--- config.mk ---
export PLATFORM = sky130hd
export DESIGN_NAME = pp_collector
export DESIGN_NICKNAME = d
export VERILOG_FILES = /design/src/rtl/mul_pkg.sv /design/src/rtl/pp_collector.sv
export SDC_FILE = /design/constraint.sdc
export NUM_CORES = 1
export LEC_CHECK = 0
export ABC_CLOCK_PERIOD_IN_PS = 5350
export BUFFER_PORTS_ARGS = -buffer_cell sky130_fd_sc_hd__buf_2
export CAP_MARGIN = 15
export CORE_ASPECT_RATIO = 2
export CORE_MARGIN = 2
export CORE_UTILIZATION = 50
export DETAILED_ROUTE_END_ITERATION = 10
export PLACE_DENSITY_LB_ADDON = 0.08
export SYNTH_ARGS = -nofsm -noshare
export SYNTH_HDL_FRONTEND = slang
export SYNTH_SLANG_ARGS = --single-unit
--- constraint.sdc ---
create_clock -name clk -period 5.35 [get_ports clk]
set_clock_uncertainty 0.15 [all_clocks]
set_input_delay 1.07 -clock clk [delete_from_list [all_inputs] [get_ports clk]]
set_output_delay 1.07 -clock clk [all_outputs]
set_load 0.05 [all_outputs]
--- src/rtl/mul_pkg.sv ---
// mul_pkg: definitions shared by the hex multiplier datapath.
//   - Collector FSM state encoding (ST_IDLE, ST_ACCUM, ST_DONE)
//   - Nibble-pair index encoding (IDX_LL/LH/HL/HH); the operand-split stage
//     uses the same values, so both ends agree on what each index means
//   - idx_to_shift: bit position at which a nibble-pair product is weighted
package mul_pkg;

  localparam logic [1:0] ST_IDLE  = 2'd0;
  localparam logic [1:0] ST_ACCUM = 2'd1;
  localparam logic [1:0] ST_DONE  = 2'd2;

  localparam logic [1:0] IDX_LL = 2'd0;
  localparam logic [1:0] IDX_LH = 2'd1;
  localparam logic [1:0] IDX_HL = 2'd2;
  localparam logic [1:0] IDX_HH = 2'd3;

  // LH and HL both mix one low and one high nibble, so they carry the same
  // weight of 2^4.
  function automatic logic [3:0] idx_to_shift(input logic [1:0] idx);
    logic [3:0] sh;
    sh = 4'd0;
    case (idx)
      IDX_LL:  sh = 4'd0;
      IDX_LH:  sh = 4'd4;
      IDX_HL:  sh = 4'd4;
      IDX_HH:  sh = 4'd8;
      default: sh = 4'd0;
    endcase
    return sh;
  endfunction

endpackage

--- src/rtl/pp_collector.sv ---
// pp_collector: reassembles four 4x4 nibble partial products into the
// 16-bit product of an 8x8 multiply.
//
// Ports:
//   clk        rising-edge clock
//   rst_n      asynchronous active-low reset
//   clear      synchronous abort, discards any partial accumulation
//   pp_valid   partial product offered
//   pp_ready   collector can accept (high in IDLE and ACCUM)
//   pp_idx     nibble-pair index 0=LL 1=LH 2=HL 3=HH
//   pp_data    unsigned 4x4 product
//   res_valid  assembled result available (high in DONE)
//   res_ready  downstream accepts the result
//   res_data   assembled product
//   dup_err    sticky flag: an index arrived twice in one operation
module pp_collector
  import mul_pkg::*;
#(
  parameter int NIB_W = 4,
  parameter int PP_W  = 2 * NIB_W,
  parameter int RES_W = 4 * NIB_W
) (
  input  logic             clk,
  input  logic             rst_n,
  input  logic             clear,
  input  logic             pp_valid,
  output logic             pp_ready,
  input  logic [1:0]       pp_idx,
  input  logic [PP_W-1:0]  pp_data,
  output logic             res_valid,
  input  logic             res_ready,
  output logic [RES_W-1:0] res_data,
  output logic             dup_err
);

  logic [1:0]       state;
  logic [RES_W-1:0] acc;
  logic [3:0]       mask;

  logic [RES_W-1:0] pp_ext;
  logic [3:0]       mask_nxt;
  logic             is_dup;

  // Weighted partial product. The largest possible total is 0xFE01, so the
  // plain RES_W-wide add below never needs a carry-out.
  assign pp_ext   = RES_W'(pp_data) << idx_to_shift(pp_idx);
  assign mask_nxt = mask | (4'b0001 << pp_idx);
  assign is_dup   = mask[pp_idx];

  // Handshake outputs decode registered state only, so there is no
  // combinational path from pp_valid or res_ready.
  assign pp_ready  = (state == ST_IDLE) || (state == ST_ACCUM);
  assign res_valid = (state == ST_DONE);
  // The accumulator is frozen in DONE, which keeps res_data stable under
  // backpressure; it reads 0 after reset and after every handshake.
  assign res_data  = acc;

  always_ff @(posedge clk or negedge rst_n) begin
    if (!rst_n) begin
      state   <= ST_IDLE;
      acc     <= '0;
      mask    <= '0;
      dup_err <= 1'b0;
    end else if (clear) begin
      state   <= ST_IDLE;
      acc     <= '0;
      mask    <= '0;
      dup_err <= 1'b0;
    end else begin
      case (state)
        ST_IDLE, ST_ACCUM: begin
          if (pp_valid) begin
            if (is_dup) begin
              // Acknowledged but discarded; operation keeps waiting for the
              // missing indices.
              dup_err <= 1'b1;
            end else begin
              acc   <= acc + pp_ext;
              mask  <= mask_nxt;
              state <= (&mask_nxt) ? ST_DONE : ST_ACCUM;
            end
          end
        end
        ST_DONE: begin
          if (res_ready) begin
            acc   <= '0;
            mask  <= '0;
            state <= ST_IDLE;
          end
        end
        default: begin
          state <= ST_IDLE;
          acc   <= '0;
          mask  <= '0;
        end
      endcase
    end
  end

endmodule
# After elaboration in Yosys (flattened, before gate mapping)
# Cells that the tools add are included.
[totals]
regBits = 23
word_cells = 51
output_inout_bits = 19
input_bits = 15
[classes]
order_cmp = 1
n_bitwise = 1
shift = 2
n_eq_ne = 8
mux = 23
addsub = 1
n_reduce_logical = 11
[ops]
columns = ["op", "count"]
rows = [
  ["two-way mux 16 bit", 4],
  ["one-hot mux 16 bit (2 select lines)", 1],
  ["adder 16 bit", 1],
  ["two-way mux 4 bit", 4],
  ["<< shifter 8 x 4 -> 16 bit", 1],
  ["one-hot mux 4 bit (3 select lines)", 1],
  ["two-way mux 2 bit", 5],
  ["one-hot mux 4 bit (2 select lines)", 1],
  ["== test 2 bit (second input constant)", 3],
  ["inequality test 3 bit (second input constant)", 2],
  ["AND reduction 3 bit", 2],
  ["nonzero test 2 bit", 3],
  ["two-way mux 1 bit", 5],
  ["== test 2 x 1 -> 1 bit (second input constant)", 2],
  ["logical NOT 2 bit", 2],
  ["OR 4 bit", 1],
  ["one-hot mux 2 bit (2 select lines)", 1],
  ["AND reduction 4 bit", 1],
  ["OR reduction 2 bit", 2],
  ["<< shifter 1 x 2 -> 4 bit (first input constant)", 1],
  ["< comparator 2 x 3 -> 1 bit (second input constant)", 1],
  ["inequality test 3 x 2 -> 1 bit (second input constant)", 1],
  ["binary-select mux 1 bit (select 2 bit)", 1],
  ["logical OR 1 bit", 1],
]

# Depth between registers and ports, before layout
# Gate-level depths: netlist of the first run.
[logic_depth]
word_depth = 9
depth_mapped = 14
depth_no_buf = 13

# Worst setup path before layout of the first run
# Ideal clock, no wire load.
[synth_timing]
path_kind = "input to register"
startpoint = "in pp_idx[0]"
endpoint = "reg acc[8], in the netlist res_data[8]"
setup_time_ns = 0.122
required_ns = 5.078
stages = 14
path_slack_ns = 1.435
arrival_ns = 3.643
path_cell_list = "inv_1 > ha_1 > clkbuf_1 > nor2_1 > and2_1 > ha_1 > inv_1 > fa_1 > nor2b_1 > o31a_1 > o31a_1 > o21a_1 > or3_1 > a32o_1"
[synth_between]
elab_chain_len = 9
word_cells_on_any_way = 16
classes_between = "add/sub (1); eq/ne (4); shift (1); mux (7); reduce/logical (3)"
[synth_lines]
columns = ["element", "line_no", "source"]
rows = [
  ["start, declared", "pp_collector.sv:28", "input logic [1:0] pp_idx,"],
  ["== test 2 bit / == test 2 x 1 -> 1 bit (equally long branches)", "mul_pkg.sv:22", "case (idx)"],
  ["OR reduction 2 bit (no source line)", "n/a", ""],
  ["one-hot mux 4 bit (3 select lines)", "mul_pkg.sv:22", ""],
  ["<< shifter 8 x 4 -> 16 bit", "pp_collector.sv:46", "assign pp_ext = RES_W'(pp_data) << idx_to_shift(pp_idx);"],
  ["adder 16 bit", "pp_collector.sv:78", "acc <= acc + pp_ext;"],
  ["two-way mux 16 bit", "pp_collector.sv:73", "if (is_dup) begin"],
  ["two-way mux 16 bit", "pp_collector.sv:72", "if (pp_valid) begin"],
  ["one-hot mux 16 bit (2 select lines)", "pp_collector.sv:70", "case (state)"],
  ["two-way mux 16 bit", "pp_collector.sv:64", "end else if (clear) begin"],
  ["end signal, assigned", "pp_collector.sv:78", ""],
  ["end, declared", "pp_collector.sv:37", "logic [RES_W-1:0] acc;"],
]
# Several ways; a longest one is shown, not always the timed one. The select of a mux whose other input is x is not followed.
# A chain may end at the register's enable or synchronous reset.

# Worst setup path in the final report of the first run
[layout_timing]
startpoint = "in pp_idx[1]"
endpoint = "reg acc[8], in the netlist res_data[8]"
# The elaborated chain is that of the path after synthesis.

==> results of run 1 <==
[how the worst max path moves through the flow]
stage	start	endpoint	slack [ps]	cells past startpoint
finish	pp_idx[1]	res_data[8]	1420	14
global route	pp_idx[0]	res_data[8]	1300	14
CTS	pp_idx[1]	res_data[8]	1420	14
detailed placement	pp_idx[1]	res_data[8]	1150	14
global placement	pp_idx[1]	res_data[8]	1260	14
floorplan	pp_idx[0]	res_data[8]	1440	14
[sequential cells by signal, summed over array words and instances (netlist names)]
register / count
res_data: 16
mask: 4
state: 2
dup_err: 1
[per-layer routing]
metal,global-route usage [%],part of all wire [%],up-vias
li1,-,-,827
met1,30.2,40,827
met2,42.6,54,45
met3,2.60,3.4,11
met4,9.26,2.4,0
met5,0,0,-
[where the power goes]
| part | internal, mW | switching, mW | leakage, nW |
|---|---|---|---|
| combinational | 0.0677 | 0.137 | 0.769 |
| clock | 0.0533 | 0.0583 | 0.0228 |
| sequential | 0.188 | 0.0134 | 0.312 |
[cell type report]
type | count | area [µm²] | area share [%]
Tap cell | 49 | 61.3 | 2.91
Multi-Input combinational cell | 170 | 1230 | 58.5
Sequential cell | 23 | 576 | 27.3
Clock buffer | 4 | 45.0 | 2.14
Timing Repair Buffer | 33 | 165 | 7.84
Inverter | 7 | 26.3 | 1.25
[stage by stage]
step                      area (µm²)  std cells
after global routing            2110        286
after floorplan                 1870        208
after global placement          2060        282
after detailed placement        2060        282
after CTS                       2110        286
final                           2110        286
[critical path: stages]
cell and delay [ps]:
sky130_fd_sc_hd__buf_2 120, sky130_fd_sc_hd__inv_1 70, sky130_fd_sc_hd__ha_1 460, sky130_fd_sc_hd__nor2_1 130, sky130_fd_sc_hd__and2_1 180, sky130_fd_sc_hd__ha_1 200, sky130_fd_sc_hd__inv_1 80, sky130_fd_sc_hd__fa_1 200
sky130_fd_sc_hd__nor2b_1 70, sky130_fd_sc_hd__o31a_1 260, sky130_fd_sc_hd__o31a_1 320, sky130_fd_sc_hd__o21a_1 200, sky130_fd_sc_hd__or3_1 310, sky130_fd_sc_hd__a32o_1 250
[layout by cell type, fill, tap and decap left out, types with 2 or more instances in the layout]
master,netlist,final
sky130_fd_sc_hd__a211oi_1,3,3
sky130_fd_sc_hd__a21o_1,5,5
sky130_fd_sc_hd__a21oi_1,12,12
sky130_fd_sc_hd__a22o_1,10,10
sky130_fd_sc_hd__a31oi_1,2,2
sky130_fd_sc_hd__and2_1,4,4
sky130_fd_sc_hd__and3_1,2,2
sky130_fd_sc_hd__and4_1,2,2
sky130_fd_sc_hd__buf_2,1,33
sky130_fd_sc_hd__clkbuf_8,0,3
sky130_fd_sc_hd__dfrtp_1,23,23
sky130_fd_sc_hd__ha_1,19,19
sky130_fd_sc_hd__inv_1,6,6
sky130_fd_sc_hd__mux2i_1,6,6
sky130_fd_sc_hd__nand2_1,18,18
sky130_fd_sc_hd__nand4_1,2,2
sky130_fd_sc_hd__nor2_1,17,17
sky130_fd_sc_hd__nor2b_1,10,10
sky130_fd_sc_hd__nor3_1,4,4
sky130_fd_sc_hd__o211a_1,2,2
sky130_fd_sc_hd__o21a_1,3,3
sky130_fd_sc_hd__o21ai_0,7,7
sky130_fd_sc_hd__o21ai_1,12,12
sky130_fd_sc_hd__o31a_1,3,3
sky130_fd_sc_hd__xnor2_1,3,3
sky130_fd_sc_hd__xor2_1,7,7
[kinds of logic (layout without fill, tap and decap cells)]
logic type / after synthesis / in the layout / share of synthesized area [%]
compound gates: 69 / 69 / 25.9
xor+xnor: 10 / 10 / 4.70
buf+inv: 15 / 44 / 3.08
mux: 7 / 7 / 4.43
simple gates: 64 / 64 / 17.2
flops: 23 / 23 / 30.9
fa+ha+maj: 20 / 20 / 13.8
==> flow_metrics.env, run 1 <==
export IMPL_cts_hold_buffers_added=0
export IMPL_clk_transition_reported_paths_ps=90
export IMPL_final_period_minus_worst_setup_slack_ps=3930
export IMPL_worst_path_maximum_fanout=7
export IMPL_netlist_top_cells_count="sky130_fd_sc_hd__dfrtp_1 (23), sky130_fd_sc_hd__ha_1 (19), sky130_fd_sc_hd__nand2_1 (18), sky130_fd_sc_hd__nor2_1 (17)"
export IMPL_clockRootBuffer="sky130_fd_sc_hd__clkbuf_8"
export IMPL_synthArstFlopShare_pct=100
export IMPL_synthesis_nets=243
export IMPL_hpwlAfterDp_um=3860
export IMPL_final_clock_period_utilization_by_the_worst_path_pct=73.4
export IMPL_io_buffer_count=33
export IMPL_highest_clock_rate_mhz=255
export IMPL_final_max_slew_viol_count=0
export IMPL_die_width_um=47.2
export IMPL_r2r_slack_ps=2760
export IMPL_cts_htree_levels=1
export IMPL_hold_depth=2
export IMPL_grt_first_pass_wirelength_um=7900
export IMPL_firstDrtPassIters=4
export IMPL_totalWireLength_um=5000
export IMPL_power_density_mw_per_mm2=246
export IMPL_grt_pass1_vias=1673
export IMPL_worst_hold_slack_ps=359
export IMPL_grt_setup_unrepaired="false"
export IMPL_worst_slew_pin_slew_ps=1120
export IMPL_synthDominantCellAreaShare_pct=30.9
export IMPL_pin_count=34
export IMPL_postCtsSetupRepairBufs=0
export IMPL_synth_top_flop_cell="sky130_fd_sc_hd__dfrtp_1"
export IMPL_ys_types=44
export IMPL_cts_resized_gates=0
export IMPL_antenna_found_initial=0
export IMPL_worstSetupEndpointType="flop"
export IMPL_n_fill_cell=342
export IMPL_overflow=0
export IMPL_timing_reg2reg_worst_path_depth=9
export IMPL_dpl_worst_slack_ps=1150
export IMPL_start_point_of_the_worst_hold_path="dup_err"
export IMPL_slew_headroom_pct=25.2
export IMPL_fin_ws_ps=1420
export IMPL_drt_iter0_markers=50
export IMPL_postRouteAntennaNets=0
export IMPL_reg2reg_from="res_data[0]"
export IMPL_worst_hold_path_endpoint="dup_err"
export IMPL_grt_start_max_net_pins=24
export IMPL_power_ir_vdd_worst_mv=0.175
export IMPL_timing_hold_violations_final=0
export IMPL_gp_routability_congestion=0.960
export IMPL_fin_tns_setup_ps=0
export IMPL_via_per_inst=5.98
export IMPL_cap_viol_max_count=0
export IMPL_design_core_area_mm2=0.00361
export IMPL_layout_area_overhead_vs_synth_pct=12.9
export IMPL_syn_inst=208
export IMPL_report_final_setup_viol=0
export IMPL_design_die_area_mm2=0.00427
export IMPL_synth_ff_latch_count=23
export IMPL_synth_area_leaders="sky130_fd_sc_hd__dfrtp_1 (31%), sky130_fd_sc_hd__ha_1 (13%), sky130_fd_sc_hd__a22o_1 (4.7%), sky130_fd_sc_hd__nand2_1 (3.6%), sky130_fd_sc_hd__nor2_1 (3.4%)"
export IMPL_nets=273
export IMPL_finalPower_mw=0.518
export IMPL_start_util_pct=51.7
export IMPL_cts_made_buffers=3
export IMPL_synth_largest_area_cell="sky130_fd_sc_hd__dfrtp_1"
export IMPL_synth_most_common_cell="sky130_fd_sc_hd__dfrtp_1"
export IMPL_yosysWarnings=0
export IMPL_cts_sink_count=23
export IMPL_worst_setup_path_type="in -> reg"
export IMPL_run_status="finished, final reports clean"
export IMPL_yosysSeqAreaShare_pct=30.9
export IMPL_synth_edff_count=0
export IMPL_detail_route_wl_per_cell_um=17.5
export IMPL_drc=0
export IMPL_clockBufferDepth=2
export IMPL_cts_tree="built"
export IMPL_total_leakage_power_nw=1.10
export IMPL_insertedDiodeCount=0
export IMPL_vertical_die_dimension_um=90.4
export IMPL_timing_rr_end="res_data[8]"
export IMPL_post_route_cells_drive_above_1_share_pct=17.3
export IMPL_worst_ep_required_time_ps=5360
export IMPL_start_kind="input pin"
export IMPL_worst_skew_pair_late_latency_ps=270
export IMPL_grt_total_usage_pct=24.9
export IMPL_rows=31
export IMPL_synth_avg_cell_area_um2=8.97
export IMPL_routed_via_count=1710
export IMPL_critPathArrivalTime_ps=3930
export IMPL_finish_utilization_pct=58.4
export IMPL_synth_cell_area_mm2=0.00187
export IMPL_worst_hold_path_type="reg -> reg"
No activity file was read; power rests on OpenSTA's default activity.
==> run 2, diff against run 1 <==
--- a/config.mk
+++ b/config.mk
@@ -5,7 +5,7 @@
 export SDC_FILE = /design/constraint.sdc
 export NUM_CORES = 1
 export LEC_CHECK = 0
-export ABC_CLOCK_PERIOD_IN_PS = 5350
+export ABC_CLOCK_PERIOD_IN_PS = 3800
 export BUFFER_PORTS_ARGS = -buffer_cell sky130_fd_sc_hd__buf_2
 export CAP_MARGIN = 15
 export CORE_ASPECT_RATIO = 2
==> constraint.sdc (replaced) <==
create_clock -name clk -period 3.8 [get_ports clk]
set_clock_uncertainty 0.15 [all_clocks]
set_input_delay 0.76 -clock clk [delete_from_list [all_inputs] [get_ports clk]]
set_output_delay 0.76 -clock clk [all_outputs]
set_load 0.05 [all_outputs]
==> run 2 against run 1 <==
Net effect: count of clock-buffer cells in the layout is the same; global-route usage is 0.45 points higher; final area grew 2.1%; combinational power is 44% higher; total power increased by 42%; hold slack worse by 42 ps; die area unchanged; sequential share of layout area fell by 0.57 points; critical path type unchanged; largest power group unchanged.
==> flow_metrics.env, run 2 (synthesis gave the netlist of run 1 again) <==
export IMPL_detail_route_wl_per_cell_um=16.7
export IMPL_grt_start_max_net_pins=24
export IMPL_cap_viol_max_count=0
export IMPL_grt_first_pass_wirelength_um=8060
export IMPL_timing_reg2reg_worst_path_depth=9
export IMPL_switching_power_share_of_the_total_pct=39.8
export IMPL_number_of_flip_flops_in_the_largest_register=16
export IMPL_clockBufferDepth=2
export IMPL_grt_met3_usage_pct=3.00
export IMPL_worst_slew_pin_slew_ps=731
export IMPL_worstSetupEndpointType="flop"
export IMPL_finalInstanceArea_mm2=0.00215
export IMPL_dpl_worst_slack_ps=110
export IMPL_dp_cells=288
export IMPL_start_util_pct=51.7
export IMPL_firstDrtPassIters=4
export IMPL_worstSetupPathDepth=14
export IMPL_routed_via_count=1747
export IMPL_worst_path_maximum_fanout=5
export IMPL_grt_pass1_vias=1716
export IMPL_n_fill_cell=353
export IMPL_worst_hold_path_type="in -> async"
export IMPL_critical_path_top_delay_family="compound AO/OA/AOI/OAI gates"
export IMPL_drc=0
export IMPL_max_stage_delay_ps=320
export IMPL_reg2reg_from="res_data[0]"
export IMPL_worst_setup_path_type="in -> reg"
export IMPL_leading_cell_type_in_the_layout_fill_and_taps_excluded="sky130_fd_sc_hd__buf_2"
export IMPL_report_final_setup_viol=0
export IMPL_timing_hold_violations_final=0
export IMPL_grt_most_used_layer="met2"
export IMPL_worst_hold_slack_ps=317
export IMPL_sequentialPowerShare_pct=38.6
export IMPL_fin_tns_setup_ps=0
export IMPL_hpwlAfterDp_um=3870
export IMPL_overflow=0
export IMPL_antenna_found_initial=0
export IMPL_final_instance_count_excl_fill=292
export IMPL_grt_setup_unrepaired="false"
export IMPL_gp_routability_congestion=0.987
export IMPL_io_buffer_count=33
export IMPL_start_kind="input pin"
export IMPL_run_status="finished, final reports clean"
export IMPL_nets=279
export IMPL_cts_htree_levels=1
export IMPL_switchingPower_mw=0.292
export IMPL_cts_resized_gates=0
export IMPL_power_density_mw_per_mm2=341
export IMPL_r2r_slack_ps=1200
export IMPL_highest_clock_rate_mhz=292
export IMPL_grt_met2_usage_pct=41.9
export IMPL_via_per_inst=5.98
export IMPL_cts_tree="built"
export IMPL_multi_input_comb_area_mm2=0.00123
export IMPL_totalWireLength_um=4870
export IMPL_pin_count=34
export IMPL_critPathArrivalTime_ps=3430
export IMPL_timing_rr_end="res_data[8]"
export IMPL_worst_ep_required_time_ps=3810
export IMPL_final_clock_period_utilization_by_the_worst_path_pct=90.1
export IMPL_rows=31
export IMPL_critical_path_buf_inv_count=3
export IMPL_vertical_die_dimension_um=90.4
export IMPL_cts_made_buffers=3
export IMPL_post_route_cells_drive_above_1_share_pct=19.3
export IMPL_grt_total_usage_pct=25.4
export IMPL_clockRootBuffer="sky130_fd_sc_hd__clkbuf_8"
export IMPL_cts_hold_buffers_added=0
export IMPL_die_width_um=47.2
export IMPL_clk_transition_reported_paths_ps=80
export IMPL_cp_cell_sequence="buf_2 -> inv_1 -> ha_1 -> nor2_1 -> and2_1 -> ha_1 -> inv_1 -> fa_1 -> nor2b_1 -> o31a_1 -> o31a_1 -> o21a_1 -> or3_1 -> a32o_1"
export IMPL_final_max_slew_viol_count=0
export IMPL_insertedDiodeCount=0
export IMPL_postRouteAntennaNets=0
export IMPL_flip_flop_and_latch_area_um2=576
export IMPL_finalPower_mw=0.734
export IMPL_postCtsSetupRepairBufs=0
export IMPL_layout_common_cells="sky130_fd_sc_hd__buf_2 (33), sky130_fd_sc_hd__dfrtp_1 (23), sky130_fd_sc_hd__ha_1 (19)"
export IMPL_slew_headroom_pct=51.2
export IMPL_drt_iter0_markers=45
export IMPL_layout_area_overhead_vs_synth_pct=15.3
export IMPL_final_period_minus_worst_setup_slack_ps=3420
export IMPL_total_leakage_power_nw=1.13
export IMPL_standard_cell_with_the_maximum_stage_delay_on_the_critical_path="sky130_fd_sc_hd__ha_1"
export IMPL_gr_usage_met1_pct=31.9
export IMPL_cts_sink_count=23
export IMPL_comb_power_share_pct=40.4
export IMPL_placed_cell_area_mm2=0.00211
export IMPL_fin_ws_ps=377
export IMPL_internal_power_mw=0.442
export IMPL_design_die_area_mm2=0.00427
export IMPL_worst_skew_pair_late_latency_ps=260
export IMPL_design_core_area_mm2=0.00361
export IMPL_power_ir_vdd_worst_mv=0.216
export IMPL_clkPwrFrac_pct=21.0
export IMPL_finish_utilization_pct=59.6
run 2: cell types whose count changed in the layout (fill, tap and decap cells not counted), sizes merged:
cell / change
buf: +6
run 2: how the worst max path moves through the flow:
stage / from / end / slack, ps
floorplan: pp_idx[0] / res_data[8] / 200
global placement: pp_idx[1] / res_data[8] / 180
detailed placement: pp_idx[0] / res_data[8] / 110
CTS: pp_idx[0] / res_data[8] / 390
global route: pp_idx[0] / res_data[13] / 160
finish: pp_idx[0] / res_data[8] / 380
run 2: power groups by stage:
stage,clock (mW),sequential [mW],combinational [mW]
floorplan,0,0.346,0.154
global placement,0,0.287,0.288
detailed placement,0,0.288,0.295
CTS,0.159,0.283,0.296
global route,0.168,0.287,0.324
finish,0.154,0.283,0.296
run 2: final cells by class:
class / instances / area share, %
flip-flops and latches: 23 / 26.8
repair buffers: 39 / 9.77
multi-input cells: 170 / 57.3
well taps: 49 / 2.85
clock buffers: 4 / 2.09
inverters: 7 / 1.22
run 2: layer usage:
metal	part of all wire (%)	vias up
li1	-	836
met5	0	-
met1	40	838
met3	3.3	16
met4	3.3	0
met2	53	57
==> run 3, diff against run 2 <==
--- a/config.mk
+++ b/config.mk
@@ -9,8 +9,8 @@
 export BUFFER_PORTS_ARGS = -buffer_cell sky130_fd_sc_hd__buf_2
 export CAP_MARGIN = 15
 export CORE_ASPECT_RATIO = 2
-export CORE_MARGIN = 2
-export CORE_UTILIZATION = 50
+export CORE_MARGIN = 5
+export CORE_UTILIZATION = 55
 export DETAILED_ROUTE_END_ITERATION = 10
 export PLACE_DENSITY_LB_ADDON = 0.08
 export SYNTH_ARGS = -nofsm -noshare
==> run 3 against run 2 <==
Net effect: critical path depth down 1; largest cell class unchanged; combinational power barely moved; critical path type unchanged; core utilization rose by 4.1 points; largest power group unchanged; via count decreased by 3.8%; count of clock-buffer cells in the layout is the same.
==> flow_metrics.env, run 3 (synthesis gave the netlist of run 1 again) <==
export IMPL_run_status="finished, final reports clean"
export IMPL_drt_iter0_markers=34
export IMPL_final_max_slew_viol_count=0
export IMPL_detail_route_wl_per_cell_um=17.7
export IMPL_n_fill_cell=305
export IMPL_firstDrtPassIters=4
export IMPL_clkPwrFrac_pct=21.1
export IMPL_worst_skew_pair_late_latency_ps=270
export IMPL_final_period_minus_worst_setup_slack_ps=3450
export IMPL_cts_hold_buffers_added=0
export IMPL_fin_tns_setup_ps=0
export IMPL_flip_flop_and_latch_area_um2=576
export IMPL_gp_routability_congestion=0.952
export IMPL_critPathArrivalTime_ps=3450
export IMPL_final_clock_period_utilization_by_the_worst_path_pct=90.7
export IMPL_comb_power_share_pct=40.3
export IMPL_slew_headroom_pct=51.8
export IMPL_switchingPower_mw=0.292
export IMPL_grt_total_usage_pct=22.3
export IMPL_grt_met2_usage_pct=41.6
export IMPL_start_kind="input pin"
export IMPL_routed_via_count=1681
export IMPL_dpl_worst_slack_ps=75.1
export IMPL_cts_resized_gates=0
export IMPL_report_final_setup_viol=0
export IMPL_design_die_area_mm2=0.00473
export IMPL_io_buffer_count=33
export IMPL_cts_sink_count=23
export IMPL_internal_power_mw=0.442
export IMPL_cts_htree_levels=1
export IMPL_grt_most_used_layer="met2"
export IMPL_number_of_flip_flops_in_the_largest_register=16
export IMPL_drc=0
export IMPL_clockBufferDepth=2
export IMPL_start_util_pct=55.8
export IMPL_vertical_die_dimension_um=92.4
export IMPL_layout_common_cells="sky130_fd_sc_hd__buf_2 (33), sky130_fd_sc_hd__dfrtp_1 (23), sky130_fd_sc_hd__ha_1 (19)"
export IMPL_postRouteAntennaNets=0
export IMPL_postCtsSetupRepairBufs=0
export IMPL_timing_hold_violations_final=0
export IMPL_hpwlAfterDp_um=3970
export IMPL_finalInstanceArea_mm2=0.00213
export IMPL_worst_hold_path_type="in -> async"
export IMPL_antenna_found_initial=0
export IMPL_overflow=0
export IMPL_worst_path_maximum_fanout=8
export IMPL_pin_count=34
export IMPL_insertedDiodeCount=0
export IMPL_dp_cells=271
export IMPL_grt_start_max_net_pins=24
export IMPL_clockRootBuffer="sky130_fd_sc_hd__clkbuf_8"
export IMPL_nets=279
export IMPL_multi_input_comb_area_mm2=0.00123
export IMPL_grt_first_pass_wirelength_um=8180
export IMPL_worst_setup_path_type="in -> reg"
export IMPL_rows=30
export IMPL_total_leakage_power_nw=1.13
export IMPL_grt_setup_unrepaired="false"
export IMPL_leading_cell_type_in_the_layout_fill_and_taps_excluded="sky130_fd_sc_hd__buf_2"
export IMPL_via_per_inst=6.11
export IMPL_cts_made_buffers=3
export IMPL_finish_utilization_pct=63.7
export IMPL_grt_pass1_vias=1762
export IMPL_design_core_area_mm2=0.00334
export IMPL_final_instance_count_excl_fill=275
export IMPL_switching_power_share_of_the_total_pct=39.8
export IMPL_die_width_um=51.2
export IMPL_sequentialPowerShare_pct=38.6
export IMPL_placed_cell_area_mm2=0.00208
export IMPL_gr_usage_met1_pct=25.4
export IMPL_worstSetupEndpointType="flop"
export IMPL_worst_ep_required_time_ps=3800
export IMPL_cap_viol_max_count=0
export IMPL_totalWireLength_um=4860
export IMPL_power_ir_vdd_worst_mv=0.184
export IMPL_grt_met3_usage_pct=2.58
export IMPL_fin_ws_ps=353
export IMPL_worst_slew_pin_slew_ps=721
export IMPL_clk_transition_reported_paths_ps=80
export IMPL_power_density_mw_per_mm2=344
export IMPL_post_route_cells_drive_above_1_share_pct=19.3
export IMPL_highest_clock_rate_mhz=290
export IMPL_layout_area_overhead_vs_synth_pct=14.2
export IMPL_cts_tree="built"
## run 3: cell counts in the layout (fill, tap and decap cells not counted)
Identical to the previous run, type by type.
## run 3: worst max-delay path, cell delays in order
cell	delay, ps
sky130_fd_sc_hd__buf_2	120
sky130_fd_sc_hd__inv_1	60
sky130_fd_sc_hd__ha_1	300
sky130_fd_sc_hd__buf_4	170
sky130_fd_sc_hd__nor2b_1	240
sky130_fd_sc_hd__a22o_1	210
sky130_fd_sc_hd__ha_1	280
sky130_fd_sc_hd__and2_1	270
sky130_fd_sc_hd__nor2b_1	160
sky130_fd_sc_hd__a41o_1	200
sky130_fd_sc_hd__a311oi_1	390
sky130_fd_sc_hd__xor2_1	200
sky130_fd_sc_hd__o21ai_1	80
## run 3: final cells by class
class | instances | share of cell area [%]
sequential | 23 | 27.0
inverter | 7 | 1.23
tap | 32 | 1.88
clock buffer | 4 | 2.12
multi-input combinational | 170 | 57.9
timing repair buffer | 39 | 9.87
## run 3: path summary, 6_finish.rpt
check	start	endpoint	slack, ps	cells past startpoint
setup / recovery	pp_idx[0]	res_data[13]	350	13
hold / removal	rst_n	res_data[1]	310	1
setup reg to reg	res_data[0]	res_data[8]	1240	9
hold reg to reg	state[1]	state[0]	360	1
max in group asynchronous	rst_n	res_data[10]	2830	1
min in group clk	state[1]	state[0]	360	1
## run 3: metal layers
metal,vias to the layer above,wire length [µm]
met5,-,0
met4,0,101
met3,9,167
met2,40,2720
met1,797,1870
li1,835,-
## run 3: through the flow
step	power (mW)	hold WS, ps
2_1_floorplan	0.500	314
3_3_place_gp	0.577	328
3_5_place_dp	0.584	354
4_1_cts	0.739	327
5_1_grt	0.776	347
6_report	0.733	315
## run 3: power by group through the flow
stage | combinational (mW) | clock, mW | sequential (mW)
final | 0.296 | 0.155 | 0.283
after global routing | 0.325 | 0.164 | 0.286
after CTS | 0.298 | 0.158 | 0.283
after detailed placement | 0.296 | 0 | 0.288
after global placement | 0.290 | 0 | 0.287
after floorplan | 0.154 | 0 | 0.346
